--- src/rtl/gf233_pkg.sv ---
`default_nettype none
// +----------------------------------------------------------------------------+
// | gf233_pkg                                                                  |
// | Shared widths and divider state encoding for the GF(2^233) datapath.       |
// | Rev 1.0                                                                    |
// +----------------------------------------------------------------------------+
package gf233_pkg;

  localparam int GF_DW = 118;  // unreduced 59x59 product width
  localparam int GF_VW = 59;   // multiplier operand / divisor width
  localparam int GF_M  = 233;  // field degree

  typedef enum logic [2:0] {
    ST_IDLE   = 3'd0,
    ST_NORM   = 3'd1,
    ST_DIV    = 3'd2,
    ST_UNNORM = 3'd3,
    ST_DONE   = 3'd4
  } div_state_t;

endpackage
`default_nettype wire

--- src/rtl/gf2_div_step.sv ---
`default_nettype none
// +----------------------------------------------------------------------------+
// | gf2_div_step                                                               |
// | One combinational GF(2) long-division step against a normalised divisor.   |
// | Rev 1.0                                                                    |
// +----------------------------------------------------------------------------+
module gf2_div_step
  import gf233_pkg::*;
#(
  parameter int VW = GF_VW
) (
  input  logic [VW-2:0] rem,
  input  logic          in_bit,
  input  logic [VW-2:0] divisor_low,
  output logic [VW-2:0] rem_next,
  output logic          q_bit
);

  // The divisor's leading one is implicit, so the bit leaving R is the quotient bit.
  always_comb begin
    q_bit    = rem[VW-2];
    rem_next = {rem[VW-3:0], in_bit} ^ ({(VW-1){q_bit}} & divisor_low);
  end

endmodule
`default_nettype wire

--- src/rtl/gf2_poly_div.sv ---
`default_nettype none
// +----------------------------------------------------------------------------+
// | gf2_poly_div                                                               |
// | Bit-serial GF(2) polynomial divider: d = q*b ^ r, one quotient bit/clock.  |
// | Rev 1.0                                                                    |
// +----------------------------------------------------------------------------+
module gf2_poly_div
  import gf233_pkg::*;
#(
  parameter int DW = GF_DW,
  parameter int VW = GF_VW
) (
  input  logic          clk,
  input  logic          rst_n,
  input  logic          in_valid,
  output logic          in_ready,
  input  logic [DW-1:0] dividend,
  input  logic [VW-1:0] divisor,
  output logic          out_valid,
  input  logic          out_ready,
  output logic [DW-1:0] quotient,
  output logic [VW-2:0] remainder,
  output logic          div_zero
);

  localparam int              c_CW     = $clog2(DW + VW);
  localparam logic [c_CW-1:0] c_DW_CNT = c_CW'(DW);
  localparam logic [c_CW-1:0] c_ONE    = c_CW'(1);

  div_state_t      r_state;
  div_state_t      w_next_state;
  logic [DW-1:0]   r_a;
  logic [VW-1:0]   r_b;
  logic [VW-2:0]   r_rem;
  logic [DW-1:0]   r_quo;
  logic [c_CW-1:0] r_s;
  logic [c_CW-1:0] r_cnt;
  logic            r_div_zero;
  logic [VW-2:0]   w_step_rem;
  logic            w_step_qbit;

  gf2_div_step #(
    .VW (VW)
  ) u_step (
    .rem         (r_rem),
    .in_bit      (r_a[DW-1]),
    .divisor_low (r_b[VW-2:0]),
    .rem_next    (w_step_rem),
    .q_bit       (w_step_qbit)
  );

  always_ff @(posedge clk or negedge rst_n) begin
    if (!rst_n) begin
      r_state <= ST_IDLE;
    end else begin
      r_state <= w_next_state;
    end
  end

  always_comb begin
    w_next_state = r_state;
    in_ready     = 1'b0;
    out_valid    = 1'b0;
    unique case (r_state)
      ST_IDLE: begin
        in_ready = 1'b1;
        if (in_valid) begin
          w_next_state = (divisor == '0) ? ST_DONE : ST_NORM;
        end
      end
      ST_NORM: begin
        if (r_b[VW-1]) begin
          w_next_state = ST_DIV;
        end
      end
      ST_DIV: begin
        // Leave on the edge that performs the final step.
        if (r_cnt == c_ONE) begin
          w_next_state = ST_UNNORM;
        end
      end
      ST_UNNORM: begin
        if (r_s == '0) begin
          w_next_state = ST_DONE;
        end
      end
      ST_DONE: begin
        out_valid = 1'b1;
        if (out_ready) begin
          w_next_state = ST_IDLE;
        end
      end
      default: w_next_state = ST_IDLE;
    endcase
  end

  always_ff @(posedge clk or negedge rst_n) begin
    if (!rst_n) begin
      r_a        <= '0;
      r_b        <= '0;
      r_rem      <= '0;
      r_quo      <= '0;
      r_s        <= '0;
      r_cnt      <= '0;
      r_div_zero <= 1'b0;
    end else begin
      unique case (r_state)
        ST_IDLE: begin
          if (in_valid) begin
            r_a        <= dividend;
            r_b        <= divisor;
            r_rem      <= '0;
            r_quo      <= '0;
            r_s        <= '0;
            r_div_zero <= (divisor == '0);
          end
        end
        ST_NORM: begin
          // Shift the divisor up until its leading one sits in the MSB; s remembers by how much.
          if (r_b[VW-1]) begin
            r_cnt <= c_DW_CNT + r_s;
          end else begin
            r_b <= r_b << 1;
            r_s <= r_s + c_ONE;
          end
        end
        ST_DIV: begin
          r_rem <= w_step_rem;
          r_quo <= {r_quo[DW-2:0], w_step_qbit};
          r_a   <= r_a << 1;
          r_cnt <= r_cnt - c_ONE;
        end
        ST_UNNORM: begin
          // R holds r*x^s after the division pass; undo the normalisation.
          if (r_s != '0) begin
            r_rem <= r_rem >> 1;
            r_s   <= r_s - c_ONE;
          end
        end
        default: begin
        end
      endcase
    end
  end

  assign quotient  = r_quo;
  assign remainder = r_rem;
  assign div_zero  = r_div_zero;

endmodule
`default_nettype wire
--- config.mk ---
export PLATFORM = sky130hd
export DESIGN_NAME = gf2_poly_div
export DESIGN_NICKNAME = d
export VERILOG_FILES = /design/src/rtl/gf233_pkg.sv /design/src/rtl/gf2_div_step.sv /design/src/rtl/gf2_poly_div.sv
export SDC_FILE = /design/constraint.sdc
export NUM_CORES = 1
export LEC_CHECK = 0
export CORE_MARGIN = 5
export CORE_UTILIZATION = 31
export CTS_CLUSTER_SIZE = 24
export DETAILED_ROUTE_END_ITERATION = 8
export PLACE_DENSITY_LB_ADDON = 0.15
export SLEW_MARGIN = 10
export SYNTH_ARGS = -nofsm -noshare
export SYNTH_HDL_FRONTEND = slang
export SYNTH_SLANG_ARGS = --single-unit
--- constraint.sdc ---
create_clock -name clk -period 6.75 [get_ports clk]
set_clock_uncertainty 0.2 [all_clocks]
set_input_delay 2.025 -clock clk [delete_from_list [all_inputs] [get_ports clk]]
set_output_delay 2.025 -clock clk [all_outputs]
set_load 0.02 [all_outputs]
Word-level counts from Yosys, hierarchy flattened
Cells that the tools add are included.
{ "classes": {"addsub": 4, "eq_ne": 12, "n_mux": 25, "bitwise": 2, "n_reduce_logical": 17} }
{ "op_table": {"columns": ["op", "count"], "rows": [
  ["$pmux 118 s2", 2],
  ["$mux 118", 2],
  ["$pmux 58 s3", 1],
  ["$mux 59", 2],
  ["$pmux 59 s2", 1],
  ["$mux 58", 2],
  ["$logic_not 59->1", 1],
  ["$and 58x58->58", 1],
  ["$xor 58x58->58", 1],
  ["$mux 8", 4],
  ["$pmux 8 s3", 1],
  ["$mux 3", 6],
  ["$pmux 8 s2", 1],
  ["$sub 8x1->8 const B", 2],
  ["$pmux 3 s5", 1],
  ["$ne 2x2->1 const B", 7],
  ["$add 7x8->8 const A", 1],
  ["$add 8x1->8 const B", 1],
  ["$eq 8x1->1 const B", 1],
  ["$logic_not 8->1", 1],
  ["$reduce_and 2->1", 4],
  ["$reduce_bool 8->1", 1],
  ["$eq 3x2->1 const B", 2],
  ["$reduce_and 3->1", 2],
  ["8 further kinds", 12]
]} }
{ "totals": {"reg_bits": 373, "inputBits": 181} }

Logic depth before layout (Yosys ltp)
{ "depth": {"depth_word": 4, "depth_mapped": 10, "depth_no_buf": 9} }

Hierarchy
From an unflattened synthesis, not the netlist that was laid out.
{ "hier_totals": {"hier_cells": 1888, "hier_area_um2": 16920.0} }
{ "by_module_without_submodules": {"columns": ["mod", "n_inst", "cells_per_inst", "area_each_um2", "seq_area_each_um2"], "rows": [
  ["gf2_poly_div", 1, 1765, 16149.2, 9334.0],
  ["gf2_div_step", 1, 123, 770.7, 0.0]
]} }

Worst setup path before layout
OpenSTA, ideal clock, no wires.
{ "synth_path": {"path_type": "input port to flip-flop", "start": "input port in_valid", "end": "register r_b[10]", "setup_time_ns": 0.121, "arrival_ns": 3.196, "required_ns": 6.429, "setup_slack_ns": 3.233, "stages": 6, "path_cell_list": "or4b_1 > buf_2 > clkbuf_1 > clkbuf_1 > o22ai_1 > nor2_1"} }
{ "synth_via": {"elab_chain_cells": 2} }
{ "synth_rtl": {"columns": ["item", "line_no", "text"], "rows": [
  ["start, declared", "gf2_poly_div.sv:15", "input logic in_valid,"],
  ["$ne 2x2->1 (no source line)", null, null],
  ["$reduce_and 3->1 (no source line)", null, null],
  ["end signal, assigned", "gf2_poly_div.sv:111", "r_b <= divisor;"],
  ["end signal, assigned", "gf2_poly_div.sv:123", "r_b <= r_b << 1;"],
  ["end, declared", "gf2_poly_div.sv:33", "logic [VW-1:0] r_b;"]
]} }
Every way passes these cells.
A chain may end at the register's enable or synchronous reset.

Worst setup path after layout
{ "layout_path": {"start": "register r_rem[57] (netlist: remainder[57])", "end": "output port remainder[57]"} }
{ "layout_rtl": {"columns": ["item", "line_no", "text"], "rows": [
  ["start, declared", "gf2_poly_div.sv:34", "logic [VW-2:0] r_rem;"],
  ["start signal, assigned", "gf2_poly_div.sv:128", "r_rem <= w_step_rem;"],
  ["start signal, assigned", "gf2_poly_div.sv:136", "r_rem <= r_rem >> 1;"],
  ["end, declared", "gf2_poly_div.sv:22", "output logic [VW-2:0] remainder,"]
]} }
No word-level cell between the ends.

==> out/summary.txt <==
====================================================================================================
Register bit count reported by yosys                                                             373
WS Path Type                                                                            register to output port
Slew @ Worst Pin                                                                             1260 ps
Top post-synthesis cells by area                                                        sky130_fd_sc_hd__dfrtp_1, sky130_fd_sc_hd__nor2_1, sky130_fd_sc_hd__nand2_1
Worst path setup slack after routing                                                         2110 ps
Total of cells resized after clock tree synthesis                                                  0
Shortest clock period the worst path allows after layout                                     4640 ps
Slowest stage delay, CP                                                                      1030 ps
Post-CTS Hold Fix Bufs                                                                             0
Starting DRT DRC Count                                                                           910
Count of endpoints failing hold in the final timing report                                         0
Post-CTS setup buffer count                                                                        0
Number of warnings reported in the yosys synthesis log                                             0
Routed met1 length                                                                           22.7 mm
Worst slew slack as a fraction of its limit                                                    15.7%
Count of unresolved DRC violations after routing                                                   0
Worst skew pair latency                                                                       570 ps
Synth Net Count                                                                                 2094
Final setup violation count                                                                        0
Top cell family by delay on the critical path                                             flip-flops
Post-synthesis sequential area ratio                                                           55.7%
Critical Path RT                                                                             4530 ps
X dimension of the die                                                                        242 um
Type of origin of the critical path                                                         register
Class of the worst hold path                                                            register to register
Cells along the critical path                                                           clkdlybuf4s50_1
Setup TNS                                                                                       0 ps
Critical Path Fanout Max                                                                          60
Total die area                                                                           58800 sq um
Cell Rows                                                                                         85
Nature of the critical path endpoint                                                     output port
Critical path buffers and inverters                                                                1
Average detailed-routed wire length per instance                                             17.6 um
CTS tree                                                                                         yes
Routability Congestion                                                                         0.781
Final layout net count                                                                          2375
Pre-CTS worst setup slack                                                                    1720 ps
Overall track demand over capacity in global routing                                           16.9%
Max Root-Sink Buffers                                                                              3
Number of antenna violations at the first check in global routing                                  2
RSZ-0062 raised after global routing                                                              no
Pin count of the biggest net entering global routing                                             210
CTS Buf Count                                                                                     46
I/O pin cnt                                                                                      360
Remaining Overflow, GRT                                                                            0
Synthesized area per cell                                                                 8.80 sq um
Detail Route met3 WL                                                                         3.68 mm
Number of filler instances in the final layout                                                  5270
Fraction of post-synthesis cell area in the top cell type by area                              55.7%
Count of vias placed by the detailed router                                                    14524
Post-route ant nets                                                                                0
Root buffer cell                                                                        sky130_fd_sc_hd__clkbuf_16
Highest routed layer                                                                            met5
Total power per unit cell area                                                           550 nW/um^2
Post-synth cell types                                                                             51
Final HPWL DP                                                                                33.0 mm
Final slew viol count                                                                              0
Detail Route met2 WL                                                                         23.7 mm
Result of the run                                                                          completed
Post-Route WL                                                                                51.3 mm
Register area                                                                             9340 sq um
Clock-pin slew reported for the worst setup and hold paths after clock tree synthesis          60 ps
Post-synth top area cell                                                                sky130_fd_sc_hd__dfrtp_1
Endpoint arrival time on the critical path                                                   2410 ps
Area occupied by multi-input gates                                                        6770 sq um
Clock tree sinks                                                                                 373
Static leakage                                                                            0.00951 uW
Die H                                                                                         242 um
Gate Count Post-Synth                                                                           1903
Crit path max-delay cell type                                                           sky130_fd_sc_hd__dfrtp_2
Drt pass-1 iters                                                                                   6
Fmax                                                                                         216 MHz
Layout cell share with drive strength beyond 1                                                 4.42%
Ratio of final minimum period to clock period                                                  68.7%
Peak supply drop                                                                          0.000349 V
MaxCap Viol Count                                                                                  0
Initial core utilization                                                                       31.2%
Relative area change from synthesis to final layout                                            33.5%
Via density per instance                                                                        4.98
Synthesized area                                                                         16800 sq um
Number of global-route vias before repair                                                      14663
Placeable Area                                                                           53700 sq um
Level count of the clock H-tree                                                                    2
Port bufs                                                                                        359
First-pass GRT wire length                                                                   82.8 mm
====================================================================================================
==> sequential cells by signal, indices dropped and copies added, names as in the netlist <==
signal,cells
r_s,8
remainder,58
quotient,118
div_zero,1
r_a,118
r_b,59
r_cnt,8
r_state,3
==> stage by stage <==
| step | instances | cell area, sq um | hold WS [ps] | utilization, % | power, uW |
|---|---|---|---|---|---|
| 2_1_floorplan | 1903 | 16800 | 257 | - | 7750 |
| 3_3_place_gp | 2832 | 20800 | 275 | 38.7 | 9720 |
| 3_5_place_dp | 2832 | 20800 | 274 | 38.7 | 9840 |
| 4_1_cts | 2915 | 22400 | 287 | 41.6 | 12500 |
| 5_1_grt | 2916 | 22400 | 308 | 41.6 | 13300 |
| 6_report | 2917 | 22400 | 280 | 41.6 | 12300 |
==> where the power goes <==
part	leakage [uW]	switching (uW)	internal [uW]	total (uW)
Sequential	0.00449	922	3310	4230
Clock	0.000768	977	1570	2540
Combinational	0.00425	3270	2250	5530
Total	0.00951	5170	7130	12300
==> logic make-up after synthesis <==
logic type                 Yosys count  share of synthesized area [%]
muxes                                1                         0.0672
AOI/OAI and AO/OA                  345                           12.9
adders and majority gates           10                          0.792
DFF                                373                           55.7
and+or+nand+nor                    951                           23.0
buffers and inverters              156                           4.03
xor gates and xnor gates            67                           3.50
==> area by class of cell <==
type,instances,share of cell area [%]
Sequential cell,373,41.7
Clock buffer,74,6.44
Clock inverter,9,0.548
Timing Repair Buffer,373,16.8
Antenna cell,2,0.0224
Tap cell,696,3.89
Multi-Input combinational cell,1374,30.3
Inverter,16,0.269
==> cell usage in the layout (no fill, tap or decap), drive strengths merged, types with 2 or more instances in the layout <==
cell	instances
o22ai	142
clkdlybuf4s50	358
o211ai	4
nor2	392
a22oi	56
nand4	4
a41oi	2
nor4	15
nand3	129
o21ai	18
buf	15
or3	2
and2	3
clkbuf	74
nor3b	2
xor2	6
nand2	384
nor3	12
and3	2
a31oi	37
diode	2
ha	9
a221oi	3
clkinv	5
inv	16
dfrtp	373
a21oi	73
bufinv	3
xnor2	61
==> layer usage <==
| metal | GRT usage, % | up-vias |
|---|---|---|
| met5 | 0 | - |
| met4 | 4.13 | 2 |
| met3 | 5.09 | 71 |
| met2 | 26.8 | 371 |
| met1 | 22.8 | 7063 |
| li1 | - | 7017 |
==> synth_stat cells, drive strengths merged <==
master and number:
a211oi 1, a21o 1, a21oi 73, a221o 1
a221oi 3, a22oi 56, a2bb2oi 1, a311o 1
a31oi 37, a41oi 2, and2 3, and3 2
buf 64, clkbuf 76, dfrtp 373, fa 1
ha 9, inv 16, mux2 1, nand2 384
nand2b 1, nand3 129, nand3b 1, nand4 4
nor2 392, nor2b 1, nor3 12, nor3b 2
nor4 15, nor4bb 1, o2111ai 1, o211ai 4
o21a 1, o21ai 18, o22ai 142, o311ai 1
o31ai 1, o32ai 1, or3 2, or3b 1
or4b 1, xnor2 61, xor2 6
==> worst min-delay path: cells and delay by family (launching register included) <==
kind / cells / cell delay [ps]
flops: 1 / 340
simple gates: 2 / 100
==> path summary, 6_finish.rpt <==
kind	from	end	slack, ps	depth (start not counted)
setup reg to reg	r_state[2]	remainder[57]	3370	7
max in group asynchronous	rst_n	quotient[100]	3770	2
hold / removal	div_zero	div_zero	280	2
setup / recovery	remainder[57]	remainder[57]	2110	1
min in group asynchronous	rst_n	r_a[95]	1230	1
hold reg to reg	div_zero	div_zero	280	2
(Power assumes the default switching activity.)
